<file path="config.mk">
export PLATFORM = sky130hd
export DESIGN_NAME = mouse_master_sequencer
export DESIGN_NICKNAME = d
export VERILOG_FILES = /design/src/rtl/mouse_master_sequencer.sv
export SDC_FILE = /design/constraint.sdc
export NUM_CORES = 1
export LEC_CHECK = 0
export ABC_AREA = 1
export ABC_CLOCK_PERIOD_IN_PS = 2000
export CAP_MARGIN = 40
export CORE_MARGIN = 3
export CORE_UTILIZATION = 40
export CTS_BUF_LIST = sky130_fd_sc_hd__clkbuf_8 sky130_fd_sc_hd__clkbuf_16
export CTS_CLUSTER_SIZE = 10
export DETAILED_ROUTE_END_ITERATION = 12
export PLACE_DENSITY = 0.67
export SLEW_MARGIN = 20
export SYNTH_ARGS = -nofsm -noshare
export SYNTH_HDL_FRONTEND = slang
export SYNTH_SLANG_ARGS = --single-unit
</file>
<file path="constraint.sdc">
create_clock -name CLK -period 2 [get_ports CLK]
set_input_delay 0.2 -clock CLK [delete_from_list [all_inputs] [get_ports CLK]]
set_output_delay 0.2 -clock CLK [all_outputs]
set_load 0.005 [all_outputs]
</file>
<file path="src/rtl/mouse_master_sequencer.sv">
`default_nettype none
// ============================================================================
//  Module   : mouse_master_sequencer
//  Purpose  : Master controller for a PS/2 mouse transceiver. It resets the
//             mouse and checks its replies (ACK, self-test pass, device ID).
//             It then enables data reporting. After that it collects 3-byte
//             movement packets and publishes them with a one-cycle interrupt.
//             Each wait state has a watchdog. Init is retried a bounded
//             number of times. Packets resynchronise on the status byte.
//  Ports    : CLK, RESET          - clock, synchronous active-high reset
//             SEND_BYTE, BYTE_TO_SEND, BYTE_SENT  - transmitter handshake
//             READ_ENABLE, BYTE_READ, BYTE_ERROR_CODE, BYTE_READY
//                                 - receiver handshake
//             MOUSE_STATUS/DX/DY, SEND_INTERRUPT  - published packet
//             INIT_DONE, INIT_FAIL                - initialisation status
//  Revision : 1.0 - initial release
// ============================================================================
module mouse_master_sequencer #(
  parameter int TIMEOUT_CYCLES = 50000000,
  parameter int MAX_RETRIES    = 3
) (
  input  logic       CLK,
  input  logic       RESET,
  output logic       SEND_BYTE,
  output logic [7:0] BYTE_TO_SEND,
  input  logic       BYTE_SENT,
  output logic       READ_ENABLE,
  input  logic [7:0] BYTE_READ,
  input  logic [1:0] BYTE_ERROR_CODE,
  input  logic       BYTE_READY,
  output logic [7:0] MOUSE_STATUS,
  output logic [7:0] MOUSE_DX,
  output logic [7:0] MOUSE_DY,
  output logic       SEND_INTERRUPT,
  output logic       INIT_DONE,
  output logic       INIT_FAIL
);

  typedef enum logic [3:0] {
    S_START, S_TX_RST, S_WT_RST_SENT, S_WT_ACK1, S_WT_BAT, S_WT_ID,
    S_TX_EN, S_WT_EN_SENT, S_WT_ACK2, S_RD_B0, S_RD_B1, S_RD_B2,
    S_PUB, S_FAIL
  } state_t;

  localparam logic [31:0] c_WdogLimit  = 32'(TIMEOUT_CYCLES - 1);
  localparam logic [3:0]  c_MaxRetries = 4'(MAX_RETRIES);

  state_t      r_state, w_nextState;
  logic [31:0] r_wdog;
  logic [3:0]  r_retry;
  logic [3:0]  w_retryNext;
  logic [7:0]  r_byteToSend;
  logic [7:0]  r_b0, r_b1;
  logic [7:0]  r_status, r_dx, r_dy;
  logic        r_initDone;

  logic        w_isWait, w_timeout, w_rxErr;
  logic        w_initWait, w_initFailEvt;
  logic [7:0]  w_expect;
  state_t      w_goodNext;

  // S_RD_B0 has no watchdog: the mouse can be idle indefinitely between packets.
  assign w_isWait = (r_state == S_WT_RST_SENT) || (r_state == S_WT_ACK1) ||
                    (r_state == S_WT_BAT)      || (r_state == S_WT_ID)   ||
                    (r_state == S_WT_EN_SENT)  || (r_state == S_WT_ACK2) ||
                    (r_state == S_RD_B1)       || (r_state == S_RD_B2);
  assign w_timeout   = w_isWait && (r_wdog == c_WdogLimit);
  assign w_rxErr     = (BYTE_ERROR_CODE != 2'b00);
  assign w_retryNext = r_retry + 4'd1;

  always_comb begin
    w_nextState   = r_state;
    w_initWait    = 1'b0;
    w_initFailEvt = 1'b0;
    w_expect      = 8'h00;
    w_goodNext    = r_state;
    case (r_state)
      S_START:       w_nextState = S_TX_RST;
      S_TX_RST:      w_nextState = S_WT_RST_SENT;
      S_TX_EN:       w_nextState = S_WT_EN_SENT;
      // BYTE_SENT is only honoured here, never during the SEND_BYTE cycle.
      S_WT_RST_SENT: begin
        if (BYTE_SENT)      w_nextState   = S_WT_ACK1;
        else if (w_timeout) w_initFailEvt = 1'b1;
      end
      S_WT_EN_SENT: begin
        if (BYTE_SENT)      w_nextState   = S_WT_ACK2;
        else if (w_timeout) w_initFailEvt = 1'b1;
      end
      S_WT_ACK1: begin w_initWait = 1'b1; w_expect = 8'hFA; w_goodNext = S_WT_BAT; end
      S_WT_BAT:  begin w_initWait = 1'b1; w_expect = 8'hAA; w_goodNext = S_WT_ID;  end
      S_WT_ID:   begin w_initWait = 1'b1; w_expect = 8'h00; w_goodNext = S_TX_EN;  end
      S_WT_ACK2: begin w_initWait = 1'b1; w_expect = 8'hFA; w_goodNext = S_RD_B0;  end
      // Only a byte with bit 3 set can be a status byte; anything else is dropped.
      S_RD_B0: begin
        if (BYTE_READY && !w_rxErr && BYTE_READ[3]) w_nextState = S_RD_B1;
      end
      S_RD_B1: begin
        if (BYTE_READY)     w_nextState = w_rxErr ? S_RD_B0 : S_RD_B2;
        else if (w_timeout) w_nextState = S_RD_B0;
      end
      S_RD_B2: begin
        if (BYTE_READY)     w_nextState = w_rxErr ? S_RD_B0 : S_PUB;
        else if (w_timeout) w_nextState = S_RD_B0;
      end
      S_PUB:   w_nextState = S_RD_B0;
      S_FAIL:  w_nextState = S_FAIL;
      default: w_nextState = S_START;
    endcase

    // A received byte takes priority over a watchdog expiry in the same cycle.
    if (w_initWait) begin
      if (BYTE_READY) begin
        if (w_rxErr || (BYTE_READ != w_expect)) w_initFailEvt = 1'b1;
        else                                    w_nextState   = w_goodNext;
      end else if (w_timeout) begin
        w_initFailEvt = 1'b1;
      end
    end

    if (w_initFailEvt)
      w_nextState = (w_retryNext == c_MaxRetries) ? S_FAIL : S_TX_RST;
  end

  always_ff @(posedge CLK) begin
    if (RESET) begin
      r_state      <= S_START;
      r_wdog       <= 32'd0;
      r_retry      <= 4'd0;
      r_byteToSend <= 8'h00;
      r_b0         <= 8'h00;
      r_b1         <= 8'h00;
      r_status     <= 8'h00;
      r_dx         <= 8'h00;
      r_dy         <= 8'h00;
      r_initDone   <= 1'b0;
    end else begin
      r_state <= w_nextState;

      if ((w_nextState != r_state) || !w_isWait) r_wdog <= 32'd0;
      else                                      r_wdog <= r_wdog + 32'd1;

      if (w_initFailEvt)              r_retry <= w_retryNext;
      else if (w_nextState == S_RD_B0) r_retry <= 4'd0;

      // The command byte is loaded on entry to the TX state and held until
      // the next command, so it stays stable through the BYTE_SENT wait.
      if (w_nextState == S_TX_RST)     r_byteToSend <= 8'hFF;
      else if (w_nextState == S_TX_EN) r_byteToSend <= 8'hF4;

      if ((r_state == S_RD_B0) && (w_nextState == S_RD_B1)) r_b0 <= BYTE_READ;
      if ((r_state == S_RD_B1) && (w_nextState == S_RD_B2)) r_b1 <= BYTE_READ;

      // Load on entry to S_PUB so the outputs are already valid when the
      // interrupt is raised.
      if ((r_state == S_RD_B2) && (w_nextState == S_PUB)) begin
        r_status <= r_b0;
        r_dx     <= r_b1;
        r_dy     <= BYTE_READ;
      end

      if ((r_state == S_WT_ACK2) && (w_nextState == S_RD_B0)) r_initDone <= 1'b1;
    end
  end

  assign SEND_BYTE      = (r_state == S_TX_RST) || (r_state == S_TX_EN);
  assign BYTE_TO_SEND   = r_byteToSend;
  assign READ_ENABLE    = (r_state == S_WT_ACK1) || (r_state == S_WT_BAT) ||
                          (r_state == S_WT_ID)   || (r_state == S_WT_ACK2) ||
                          (r_state == S_RD_B0)   || (r_state == S_RD_B1) ||
                          (r_state == S_RD_B2);
  assign SEND_INTERRUPT = (r_state == S_PUB);
  assign MOUSE_STATUS   = r_status;
  assign MOUSE_DX       = r_dx;
  assign MOUSE_DY       = r_dy;
  assign INIT_DONE      = r_initDone;
  assign INIT_FAIL      = (r_state == S_FAIL);

endmodule
`default_nettype wire

</file>
==> results by group <==
Logic synthesis
  • Count leader, synth: nor2_1
  • YS warnings: 0
  • Register bit total from synthesis: 83
  • Number of synthesized flops with an enable pin: 0
  • Area leader, netlist: dfxtp_1
  • Dominant synthesized flop cell: dfxtp_1
  • Share of the synthesized area in the top cell type: 39.4%
  • Cell count after synthesis: 594
  • Syn Nets: 611
  • Synth top area cells: dfxtp_1 39%, nor2_1 11%, nand2_1 7.2%, inv_1 6.1%, nor2_2 5.8%
  • Ys async rst share: 0%
  • Part of the Yosys area used for sequential elements: 39.4%
  • Post-synthesis instance area: 4210 um2
  • Mean area per synthesized cell: 7.09 um2
  • Netlist cell types: 34
  • Most frequent cells after synthesis: 120 x nor2_1, 83 x dfxtp_1, 81 x nand2_1

Flow run
  • Number of max-cap violations: 0

Drt
  • Drt via density: 4.76
  • Met3 WL post-DR: 479 um
  • Post-Route M1 WL: 5.10 mm
  • Wire per inst: 12.8 um
  • Met2 WL post-DR: 5.78 mm
  • Final ANT Viol Nets: 0
  • Initial DRC Count: 192
  • DRC violations left: 0
  • Drt pass-1 iters: 4
  • Top sig layer: met4
  • Detailed Route WL: 11.5 mm
  • Vias: 4280

Placed design
  • Dpl hpwl: 8.47 mm
  • Final GP Congestion: 0.925
  • Dpl ws: -0.459 ns
  • Placed cell area: 5700 um2
  • PortBufs: 50

Finish
  • Synth-to-layout area growth: 47.4%
  • Cell area after layout: 6210 um2
  • Filler instances: 913
  • N_diodes: 0
  • Final Net Count: 779
  • Layout cells sized above 1: 33.0%

Worst setup path
  • CP Buf/Inv Count: 1
  • CP Cell Sequence: ha_4 -> nand3_4 -> nor3_2 -> nand3_1 -> nor2_2 -> nand4_1 -> nand3_1 -> nand2_1 -> nand2_1 -> nand2_1 -> nor2_2 -> nand3_2 -> buf_12 -> nor2_2
  • Crit path arrival time: 2.59 ns
  • Top delay family on crit path: simple AND/OR/NAND/NOR gates
  • Required @ worst endpoint: 2.30 ns
  • R2R Path Start: r_wdog[0]
  • Critical path's largest stage delay: 0.37 ns
  • Worst setup path category: flop to flop
  • CP max FO: 22
  • Crit. Startpoint: r_wdog[0]
  • Slowest CP cell: dfxtp_2
  • Worst Setup End Kind: flop
  • CP startpoint kind: flop

GRT
  • Total grt overflow: 0
  • First-pass GRT wire length: 19.5 mm
  • Largest net degree at the start of global routing: 42
  • Initial antenna violation count: 0
  • Vias in the first global route: 4239
  • Total Routing Usage GR: 20.6%

Power and ir drop
  • PwrDens: 674 nW/um2
  • Net switching power: 1390 uW
  • Comb pwr share: 28.6%
  • Clock share of power: 29.2%
  • VDD IR max: 586 uV
  • Sequential share of power: 42.2%
  • Total power: 4190 uW
  • Int Power: 2800 uW
  • Leakage power: 0.00262 uW
  • Switching part of the total power: 33.1%

Clocking
  • H-tree Lvls: 3
  • CTS buffer count: 9
  • Clk_lat worst skew: 0.38 ns
  • CTS tree: built
  • Reg clk slew, reported paths: 0.11 ns
  • Clock Root Buffer: clkbuf_8
  • Clk buf depth: 2
  • Clock sinks: 83

STA
  • Final Max Tran Viols: 0
  • RSZ-0062 raised after global routing: true
  • Layout Skew: 0.0190 ns
  • Fin. Hold Viols: 0
  • Slew @ Worst Pin: 0.446 ns
  • Slew margin rel.: 70.2%
  • Final setup vio count: 39
  • Tmin final: 2.30 ns
  • Fmax: 436 MHz
  • Final worst setup slack: -0.295 ns
  • Final period util: 115%

Floorplan
  • Die width: 109 um
  • Starting Density: 42.1%
  • Total Die Area: 11800 um2
  • Core ar.: 10000 um2
  • # rows: 36
  • Die span in y: 109 um
  • IO Pins: 51

Min path
  • Worst Hold Class: flop to flop
  • Hold path start: r_b1[5]

Status
  • Outcome: finished, violations left
  • Failing checks: negative setup slack
[metal layers]
metal / vias up / global-route usage, %
li1: 2201 / -
met3: 13 / 3.61
met5: - / 0
met1: 1986 / 26.0
met4: 0 / 6.67
met2: 80 / 35.6
[layout by cell type, fill, tap and decap left out, drive strengths merged, types with 17 or more instances in the layout]
| cell | Yosys | layout |
|---|---|---|
| buf | 13 | 129 |
| o21ai | 43 | 43 |
| xor2 | 23 | 23 |
| nand4 | 17 | 17 |
| nand3 | 35 | 35 |
| nand2 | 89 | 89 |
| inv | 73 | 77 |
| nor2 | 159 | 159 |
| clkdlybuf4s50 | 0 | 46 |
| dfxtp | 83 | 83 |
[flip-flops by register name, summed over array words and instances, names as in the netlist]
register,flops
r_b1,8
BYTE_TO_SEND,2
INIT_DONE,1
MOUSE_STATUS,8
r_state,4
r_wdog,32
MOUSE_DY,8
r_b0,8
r_retry,4
MOUSE_DX,8
[through the flow]
| step | cells | utilization (%) | hold WS [ns] | setup TNS, ns |
|---|---|---|---|---|
| 6_report | 900 | 62.1 | 0.491 | -8.66 |
| 5_1_grt | 900 | 62.1 | 0.522 | -14.16 |
| 4_1_cts | 894 | 60.7 | 0.494 | -6.07 |
| 3_5_place_dp | 876 | 57.0 | 0.465 | -17.18 |
| 3_3_place_gp | 876 | 57.0 | 0.455 | -16.22 |
| 2_1_floorplan | 594 | - | 0.335 | 0 |
[worst register-to-register path, delay by kind of cell (launching register included)]
| kind | cells | cell delay, ns |
|---|---|---|
| adders and majority gates | 1 | 0.15 |
| DFF | 1 | 0.37 |
| and+or+nand+nor | 12 | 1.52 |
| buffers and inverters | 1 | 0.19 |
[final timing paths]
kind,endpoint,slack (ns),cells after the start
worst min-delay path,r_b1[5],0.49,2
worst min register to register,r_b1[5],0.49,2
worst max-delay path,r_wdog[0],-0.30,14
worst max register to register,r_wdog[0],-0.30,14
[layout make-up]
cell class              count  area, um2  share of cell area, %
inverters                  75        292                   4.69
repair buffers            179       1520                   24.5
clock inverters             7       67.6                   1.09
well taps                 133        166                   2.68
clock buffers               9        124                   1.99
flip-flops and latches     83       1680                   27.0
multi-input cells         414       2360                   38.0
[power groups by stage]
stage                     Sequential (uW)  Clock, uW  Combinational [uW]
after floorplan                      1760          0                 533
after global routing                 1770       1310                1300
final                                1770       1220                1200
after CTS                            1770       1250                1130
after global placement               1790          0                1010
after detailed placement             1790          0                1020
[cell families (layout without fill, tap and decap cells)]
| kind of cell | count (synthesis) | in the layout | synth area share (%) |
|---|---|---|---|
| simple gates | 318 | 318 | 35.3 |
| buf+inv | 97 | 270 | 10.3 |
| flops | 83 | 83 | 39.4 |
| compound gates | 61 | 61 | 7.43 |
| xor+xnor | 32 | 32 | 6.65 |
| fa+ha+maj | 3 | 3 | 0.891 |
[what timing repair did]
item,in CTS,in global routing
setup buffers,3,7
gates resized for setup,50,29
pin swaps,6,12
hold buffers,0,0
cloned,0,0
setup endpoints to repair,44,42
(Power assumes the default switching activity.)
==> patch, RTL diff (same flow settings) <==
Make the reset (`RESET`) asynchronous in one clocked block. Comments in the files are not updated.
--- a/src/rtl/mouse_master_sequencer.sv
+++ b/src/rtl/mouse_master_sequencer.sv
@@ -123,5 +123,5 @@
   end
 
-  always_ff @(posedge CLK) begin
+  always_ff @(posedge CLK or posedge RESET) begin
     if (RESET) begin
       r_state      <= S_START;
Check against the original RTL: differs if RESET is asserted again (counterexample within 4 cycles, from zero or initial values and one cycle with RESET high); with RESET held inactive, the same outputs for 10 cycles.
==> patch against the unedited design <==
The run still ends with setup timing left. Synthesized area up 6.0%. Count of clock-buffer cells in the layout did not move. Worst setup slack worse by 0.19 ns. Sequential share of layout area up 2.9 points. Global-route usage is 0.22 points lower. Hold slack got worse by 0.29 ns. Via count increased by 1.7%. Final area is 12% higher. Sequential cell count unchanged. Routed wire length increased by 8.2%. Largest cell class unchanged.
Power is not compared: it rests on default switching activity, and its combinational part moved more than twofold at a synthesized area within 25%.
==> patch: results (changes against the unedited design) <==
Finish
  – Area growth syn-to-layout: 55.6%
  – Non-clock inverters: 81 (+8.0%)
  – Multi-input combinational cell area: 2370 µm² (+0.58%)
  – Clock-cell share: 3.12% (+0.033 points)
  – Layout cell share with drive strength beyond 1: 38.6% (+5.6 points)
  – Reg area: 2080 µm² (+24%)

Synthesis
  – Top FF cell, synth: dfrtp_1
  – Synth cell types: 33 (-2.9%)
  – Ys async rst share: 100% (+100 points)
  – Synthesized net count: 580 (-5.1%)

Placement
  – Post-DP Area: 6110 µm² (+7.2%)
  – Number of instances in the placed design: 862 (-1.6%)

Route
  – Routed vias: 4,352 (+1.7%)
  – Total Wirelength: 12,500 µm (+8.2%)
  – WL/cell: 13.9 µm (+8.6%)
  – Met2 wire length: 6260 µm (+8.3%)
  – Initial drt markers: 237 (+23%)

STA
  – Setup Skew: 0.0186 ns (-0.000411 ns)
  – Setup WS post-layout: -0.490 ns (-0.195 ns)
  – Final TNS setup: -17.80 ns (-9.14 ns)
  – Setup violators final: 46 (+18%)

Critical path
  – Critical Path Slowest Stage Cell: dfrtp_2
  – Cell count of the worst reg-to-reg path: 17 (+3)

Status
  – Outcome: finished with violations
  – Failing checks: setup timing

Global route
  – Tot GR Track Use: 20.4% (-0.22 points)

Hold path
  – HP Class: in -> async

Clock network
  – Resized cells post-CTS: 83 (+66%)
## patch: changes by cell type after synthesis, sizes merged, moves of 2 or more
cell,before,now
dfrtp,0,83
dfxtp,83,0
nor2,159,88
nand2,89,140
a21oi,16,6
inv,73,81
nand4,17,9
mux2,0,6
clkbuf,9,6
xnor2,9,6
buf,13,11
clkinv,2,0
o2111ai,0,2
## patch: cell families after synthesis
group	share of synthesized area, %
flops	46.5
buf+inv	9.30
xor+xnor	5.69
mux	1.51
fa+ha+maj	0.841
simple gates	29.4
compound gates	6.73
## patch: routing by layer
layer  track usage, %  up-vias
met4             8.76        0
met2             34.9       91
met1             25.8     2092
met3             2.72       30
li1                 -     2139
met5                0        -
## patch: power groups by stage
stage	clock network (W)	registers [W]	logic, W
after global placement	0	0.00231	0.00308
after CTS	0.00137	0.00235	0.00392
after global routing	0.00144	0.00241	0.00453
after detailed placement	0	0.00234	0.00314
final	0.00135	0.00237	0.00418
after floorplan	0	0.00231	0.00156
